===== src/rtl/loopback_pkg.sv =====
// Shared definitions for the loopback checker: FSM states, LFSR constants
// and the LFSR step function.
package loopback_pkg;

    typedef enum logic [2:0] {
        S_IDLE  = 3'd0,
        S_DRIVE = 3'd1,
        S_WAIT  = 3'd2,
        S_CHECK = 3'd3,
        S_DONE  = 3'd4
    } state_t;

    localparam logic [15:0] LFSR_SEED = 16'hACE1;
    localparam logic [15:0] LFSR_TAPS = 16'hB400;  // x^16+x^14+x^13+x^11+1
    localparam logic [15:0] NO_FAIL   = 16'hFFFF;

    // One right-shifting Galois step; taps fold in when bit 0 falls out.
    function automatic logic [15:0] lfsr_next(input logic [15:0] s);
        return s[0] ? ((s >> 1) ^ LFSR_TAPS) : (s >> 1);
    endfunction

endpackage


===== src/rtl/loopback_expect.sv =====
// Expected response of the looped design: a running XOR starting from the
// reset-polarity bit and folding in dut_in one bit at a time. Response bit j
// sees the prefix that ends at input bit INPUT_BITS-OUTPUT_BITS+j. Bit 0 is
// the looped clock and has no expectation, so it is tied low.
module loopback_expect
    import loopback_pkg::*;
#(
    parameter int INPUT_BITS  = 16,
    parameter int OUTPUT_BITS = 8
) (
    input  logic [INPUT_BITS-1:0]  dut_in,
    input  logic                   dut_rst_n,
    output logic [OUTPUT_BITS-1:0] expected
);

    // Walk the prefix chain and tap the top OUTPUT_BITS-1 links.
    always_comb begin : prefix_xor
        logic acc;
        acc      = dut_rst_n;
        expected = '0;
        for (int k = 0; k < INPUT_BITS; k++) begin
            acc = acc ^ dut_in[k];
            if (k + 1 >= INPUT_BITS - OUTPUT_BITS + 2)
                expected[k + 1 - (INPUT_BITS - OUTPUT_BITS + 1)] = acc;
        end
    end

endmodule


===== config.mk =====
export PLATFORM = sky130hd
export DESIGN_NAME = loopback_expect
export DESIGN_NICKNAME = d
export VERILOG_FILES = /design/src/rtl/loopback_pkg.sv /design/src/rtl/loopback_expect.sv
export SDC_FILE = /design/constraint.sdc
export NUM_CORES = 1
export LEC_CHECK = 0
export BUFFER_PORTS_ARGS = -buffer_cell sky130_fd_sc_hd__buf_2
export CAP_MARGIN = 20
export CORE_AREA = 2 2 39 41
export DETAILED_ROUTE_END_ITERATION = 10
export DIE_AREA = 0 0 41 43
export MAX_ROUTING_LAYER = met4
export PLACE_DENSITY_LB_ADDON = 0.05
export SYNTH_ARGS = -nofsm -noshare
export SYNTH_HDL_FRONTEND = slang
export SYNTH_SLANG_ARGS = --single-unit

===== constraint.sdc =====
create_clock -name vclk -period 3.6
set_clock_uncertainty 0.2 [all_clocks]
set_input_delay 0.18 -clock vclk [all_inputs]
set_output_delay 0.18 -clock vclk [all_outputs]
set_load 0.02 [all_outputs]

==> summary.txt, run 1 <==
Outcome
  – Status: finished, final reports clean

Clock network
  – Cts hold-fix bufs: 0
  – Post-CTS Resized: 0
  – Post-CTS Repair Setup Buffers: 0

GRT
  – Met2 usage: 13.75%
  – Largest net degree at the start of global routing: 8
  – Global-route wire length before repair: 752 µm
  – Met3 track demand over resource: 0%
  – Initial antenna violation count: 0
  – Overall Global Routing Usage: 5.955%
  – GR Overflow Total: 0
  – M1 GR Usage: under 10%
  – Vias in the first global route: 209
  – Most used routing layer: met2

STA
  – Fin crit share: 53.41%
  – Hold Vio Cnt, Final: 0
  – Peak Freq: 520.1 MHz
  – Fin Setup TNS: 0 ns
  – Worst setup margin: between 1.5 and 2 ns
  – Final-report max-slew violation count: 0
  – RSZ-0062 raised after global routing: no
  – Final setup violation count: 0
  – Min Tclk post-route: 1.923 ns

Floorplanning
  – I/O Pins: 25
  – CORE AREA: between 1000 and 1500 µm²
  – Num rows: 14
  – DIE AREA: 1763 µm²
  – Initial core utilization: 17.27%
  – Die Ht: 43 µm
  – Die width: 41 µm

Critical path
  – WP buf/inv: 2
  – CP Capture Type: primary output
  – Critical path class: in2out
  – Cell breakdown of the critical path: buf_2 > xor2_1 > xnor2_1 > xnor3_2 > xor2_1 > buf_2
  – Family with the most delay on the worst path: XOR/XNOR gates
  – Arr. time, crit path: 1.54 ns
  – CP startpoint kind: input pin
  – Crit-path max FO: 7
  – Worst path slowest cell: xnor3_2
  – Crit path required time: roughly 3.2 ns
  – Critical Path Max Stage Delay: 0.55 ns

Route
  – DR iter-0 viols: 0
  – Drt wl/cell: 8.355 µm
  – Vias per Instance: 3.548
  – Remaining antenna violation count: 0
  – Total vias in the final route: between 200 and 250
  – Drt total wl: 518 µm
  – Pre-antenna DRT Iters: 1
  – # DRC: 0

Logic synthesis
  – Mapped Cells: 24
  – Yosys warning count: 0
  – Net Count, Synth: between 40 and 50
  – Synth unique cells: 7
  – Cell Area, Synth: 239.0 µm²
  – Post-synthesis sequential area ratio: 0%
  – Syn Area/Cell: 9.957 µm²

Job
  – Max-cap check violation count: 0

Pwr
  – Net Switching: 0.1398 mW
  – Switch share: 58.52%
  – P_int: 0.09907 mW
  – Tot Pwr: 0.2389 mW
  – Seq pwr share: 0%
  – Comb pwr share: 100.0%
  – Pwr/cell area: 656.0 nW/µm²
  – VDD IR-drop max: about 0.00018 V
  – P_leak: around 0.18 nW
  – Clock power frac: 0%

Cells and area
  – Util after Layout: roughly a quarter
  – Nets: 65
  – Seq cells: 0
  – P&R area growth vs syn: 52.36%
  – Storage element area: 0 µm²
  – Layout cell share with drive strength beyond 1: between 50% and 60%
  – CLK BUF: 0
  – N_diodes: 0
  – Finished Layout Cells: 62

Placed design
  – Gpl congestion: around 0.55
  – I/O Buffers: 24
  – Post-Place Cells: 62
  – Place WS: between 1.5 and 2 ns

Min path
  – Hold Crit Class: in2out
-- per-layer routing --
metal | vias up | part of all wire [%]
met2 | 12 | 54
met4 | 0 | 0
met3 | 0 | 11
met5 | - | 0
met1 | 94 | 35
li1 | 114 | -
-- Yosys cell counts --
master	number	share of area [%]
xor2_1	4	15
xnor3_1	1	9.4
conb_1	1	1.6
xnor2_1	14	51
buf_4	2	6.3
xnor3_2	1	9.9
xnor2_2	1	6.8
-- cells by family (layout without fill, tap and decap cells) --
logic type   Yosys count  after routing  share of synthesized area, %
other cells            1              1                         1.569
buf+inv                2             24                         6.281
xor+xnor              21             21                         92.15
-- path summary, 6_finish.rpt --
check                  start           to  cells after the start
setup / recovery   dut_in[2]  expected[4]                      6
hold / removal    dut_in[10]  expected[2]                      3
-- tightest hold or removal path: stages --
cell and delay [ns]:
buf_2 0.12, xor2_1 0.07, buf_2 0.15
-- power by group through the flow --
stage / registers (mW) / clock network, mW / logic, mW
finish: 0 / 0 / 0.239
global route: 0 / 0 / 0.257
CTS: 0 / 0 / 0.243
detailed placement: 0 / 0 / 0.242
global placement: 0 / 0 / 0.242
floorplan: 0 / 0 / 0.185
-- through the flow --
step                      cell area [µm²]  hold WS [ns]
after floorplan                     239.0        0.2883
after detailed placement            364.1        0.4950
after global routing                364.1        0.5244
after global placement              364.1        0.4900
after CTS                           364.1        0.4954
final                               364.1        0.4934
-- placed cells by master (no fill, tap or decap) --
cell type | synthesis | final
buf_2 | 0 | 24
conb_1 | 1 | 1
xnor2_1 | 14 | 14
xnor2_2 | 1 | 1
xnor3_1 | 1 | 1
xnor3_2 | 1 | 1
xor2_1 | 4 | 4
-- layout make-up --
cell class / instances / area, µm²
Tap cell: 16 / 20.02
Fill cell: 161 / 1020
Timing Repair Buffer: 24 / 120.1
Multi-Input combinational cell: 22 / 224.0
Power figures use the tool's default switching activity.
==> run 2, diff against run 1 <==
Clock period 3.6 ns to 1.8 ns, I/O delays scaled along.
==> run 2 against run 1 <==
Via count rose by 7.3%. Utilization increased by 3.2 points. Sequential share of layout area stayed put. First-iteration DRC count unchanged. Routed wire length increased by 14%. Flip-flop and latch count is the same. Critical path depth stayed put. Hold slack got worse by 0.18 ns. Count of clock-buffer cells in the layout stayed put. Die area is the same.
==> summary.txt, run 2 (synthesis results as in run 1) <==
STA
  – Fin crit share: 95.25%
  – Peak Freq: between 500 and 600 MHz
  – Min Tclk post-route: 1.714 ns
  – Hold Vio Cnt, Final: 0
  – Final-report max-slew violation count: 0
  – Fin Setup TNS: 0 ns
  – Final setup violation count: 0
  – RSZ-0062 raised after global routing: yes
  – Worst setup margin: about 0.086 ns

Cells and area
  – Util after Layout: 29.48%
  – Nets: 66
  – Commonest non-fill, non-tap cell in the layout: buf_2
  – Storage element area: 0 µm²
  – Layout cell share with drive strength beyond 1: 63.83%
  – Finished Layout Cells: 63
  – P&R area growth vs syn: 70.68%
  – CLK BUF: 0
  – N_diodes: 0
  – Commonest non-fill, non-tap cells in the layout: buf_2 (20), xnor2_1 (11), xor2_1 (4), xnor2_2 (4), buf_4 (4)
  – Seq cells: 0

GRT
  – GR Overflow Total: 0
  – Initial antenna violation count: 0
  – Global-route wire length before repair: 759 µm
  – Met2 usage: roughly 13%
  – M1 GR Usage: under 10%
  – Overall Global Routing Usage: 6.064%
  – Vias in the first global route: 204
  – Most used routing layer: met2
  – Largest net degree at the start of global routing: 8
  – Met3 track demand over resource: 0%

Placed design
  – I/O Buffers: 24
  – Place WS: 0.03953 ns
  – Hpwl dp: 480.3 µm
  – Gpl congestion: around 0.55
  – Post-Place Cells: 63

Floorplanning
  – CORE AREA: 1384 µm²
  – DIE AREA: 1763 µm²
  – Initial core utilization: 17.27%
  – Die width: around 41 µm
  – I/O Pins: 25
  – Die Ht: 43 µm
  – Num rows: 14

Route
  – Drt total wl: 589 µm
  – # DRC: 0
  – DR iter-0 viols: 0
  – Remaining antenna violation count: 0
  – Drt wl/cell: between 9 and 10 µm
  – Total vias in the final route: 236
  – Vias per Instance: 3.746
  – Pre-antenna DRT Iters: 1

Critical path
  – CP Capture Type: primary output
  – Crit path required time: 1.51 ns
  – Crit-path max FO: 7
  – Arr. time, crit path: 1.42 ns
  – Crit path to: expected[4]
  – Critical path startpoint: dut_in[6]
  – CP startpoint kind: input pin
  – Critical path class: in2out

Job
  – Max-cap check violation count: 0

Pwr
  – P_leak: 0.2090 nW
  – VDD IR-drop max: 0.0004458 V
  – Pwr/cell area: 1308 nW/µm²

Outcome
  – Status: finished, final reports clean

Min path
  – Hold Crit Class: in2out
==> run 2: power by group <==
part	internal (mW)	leakage, nW	switching [mW]	total, mW
registers	0	0	0	0
clock network	0	0	0	0
logic	0.242	0.209	0.291	0.534
total	0.242	0.209	0.291	0.534
==> run 2: worst min-delay path by stage <==
stage	to	cells after the start	slack [ns]	startpoint
2_1_floorplan	expected[2]	1	0.11	dut_in[10]
4_1_cts	expected[2]	3	0.31	dut_in[10]
3_3_place_gp	expected[2]	3	0.31	dut_in[10]
3_5_place_dp	expected[2]	3	0.31	dut_in[10]
6_report	expected[2]	3	0.31	dut_in[10]
5_1_grt	expected[2]	3	0.32	dut_in[10]
==> run 2: repair_timing <==
action	4_1_cts	5_1_grt
resized for setup	0	7
hold endpoints to repair	0	0
setup endpoints to repair	0	5
buffers inserted	0	0
hold buffers	0	0
==> run 2: final cells by class <==
type / count / area, µm²
Tap cell: 16 / 20.02
Timing Repair Buffer: 25 / 141.4
Fill cell: 159 / 975.9
Multi-Input combinational cell: 22 / 246.5
==> run 2: routing by layer <==
| metal | vias up | routed length (µm) |
|---|---|---|
| li1 | 117 | - |
| met5 | - | 0 |
| met4 | 0 | 0 |
| met1 | 107 | 171 |
| met2 | 12 | 359 |
| met3 | 0 | 57 |
==> run 2: critical path, cell delays in order <==
cell,delay [ns]
buf_2,0.11
xnor2_2,0.16
xnor2_1,0.13
xnor3_2,0.56
xor2_1,0.20
buf_4,0.16
==> run 2: stage by stage <==
| stage | cell area [µm²] | hold WS [ns] | power, mW |
|---|---|---|---|
| floorplan | 239.0 | 0.1083 | 0.3692 |
| global placement | 371.6 | 0.3100 | 0.4873 |
| detailed placement | 371.6 | 0.3145 | 0.4877 |
| CTS | 371.6 | 0.3149 | 0.4902 |
| global route | 407.9 | 0.3231 | 0.5693 |
| finish | 407.9 | 0.3098 | 0.5337 |
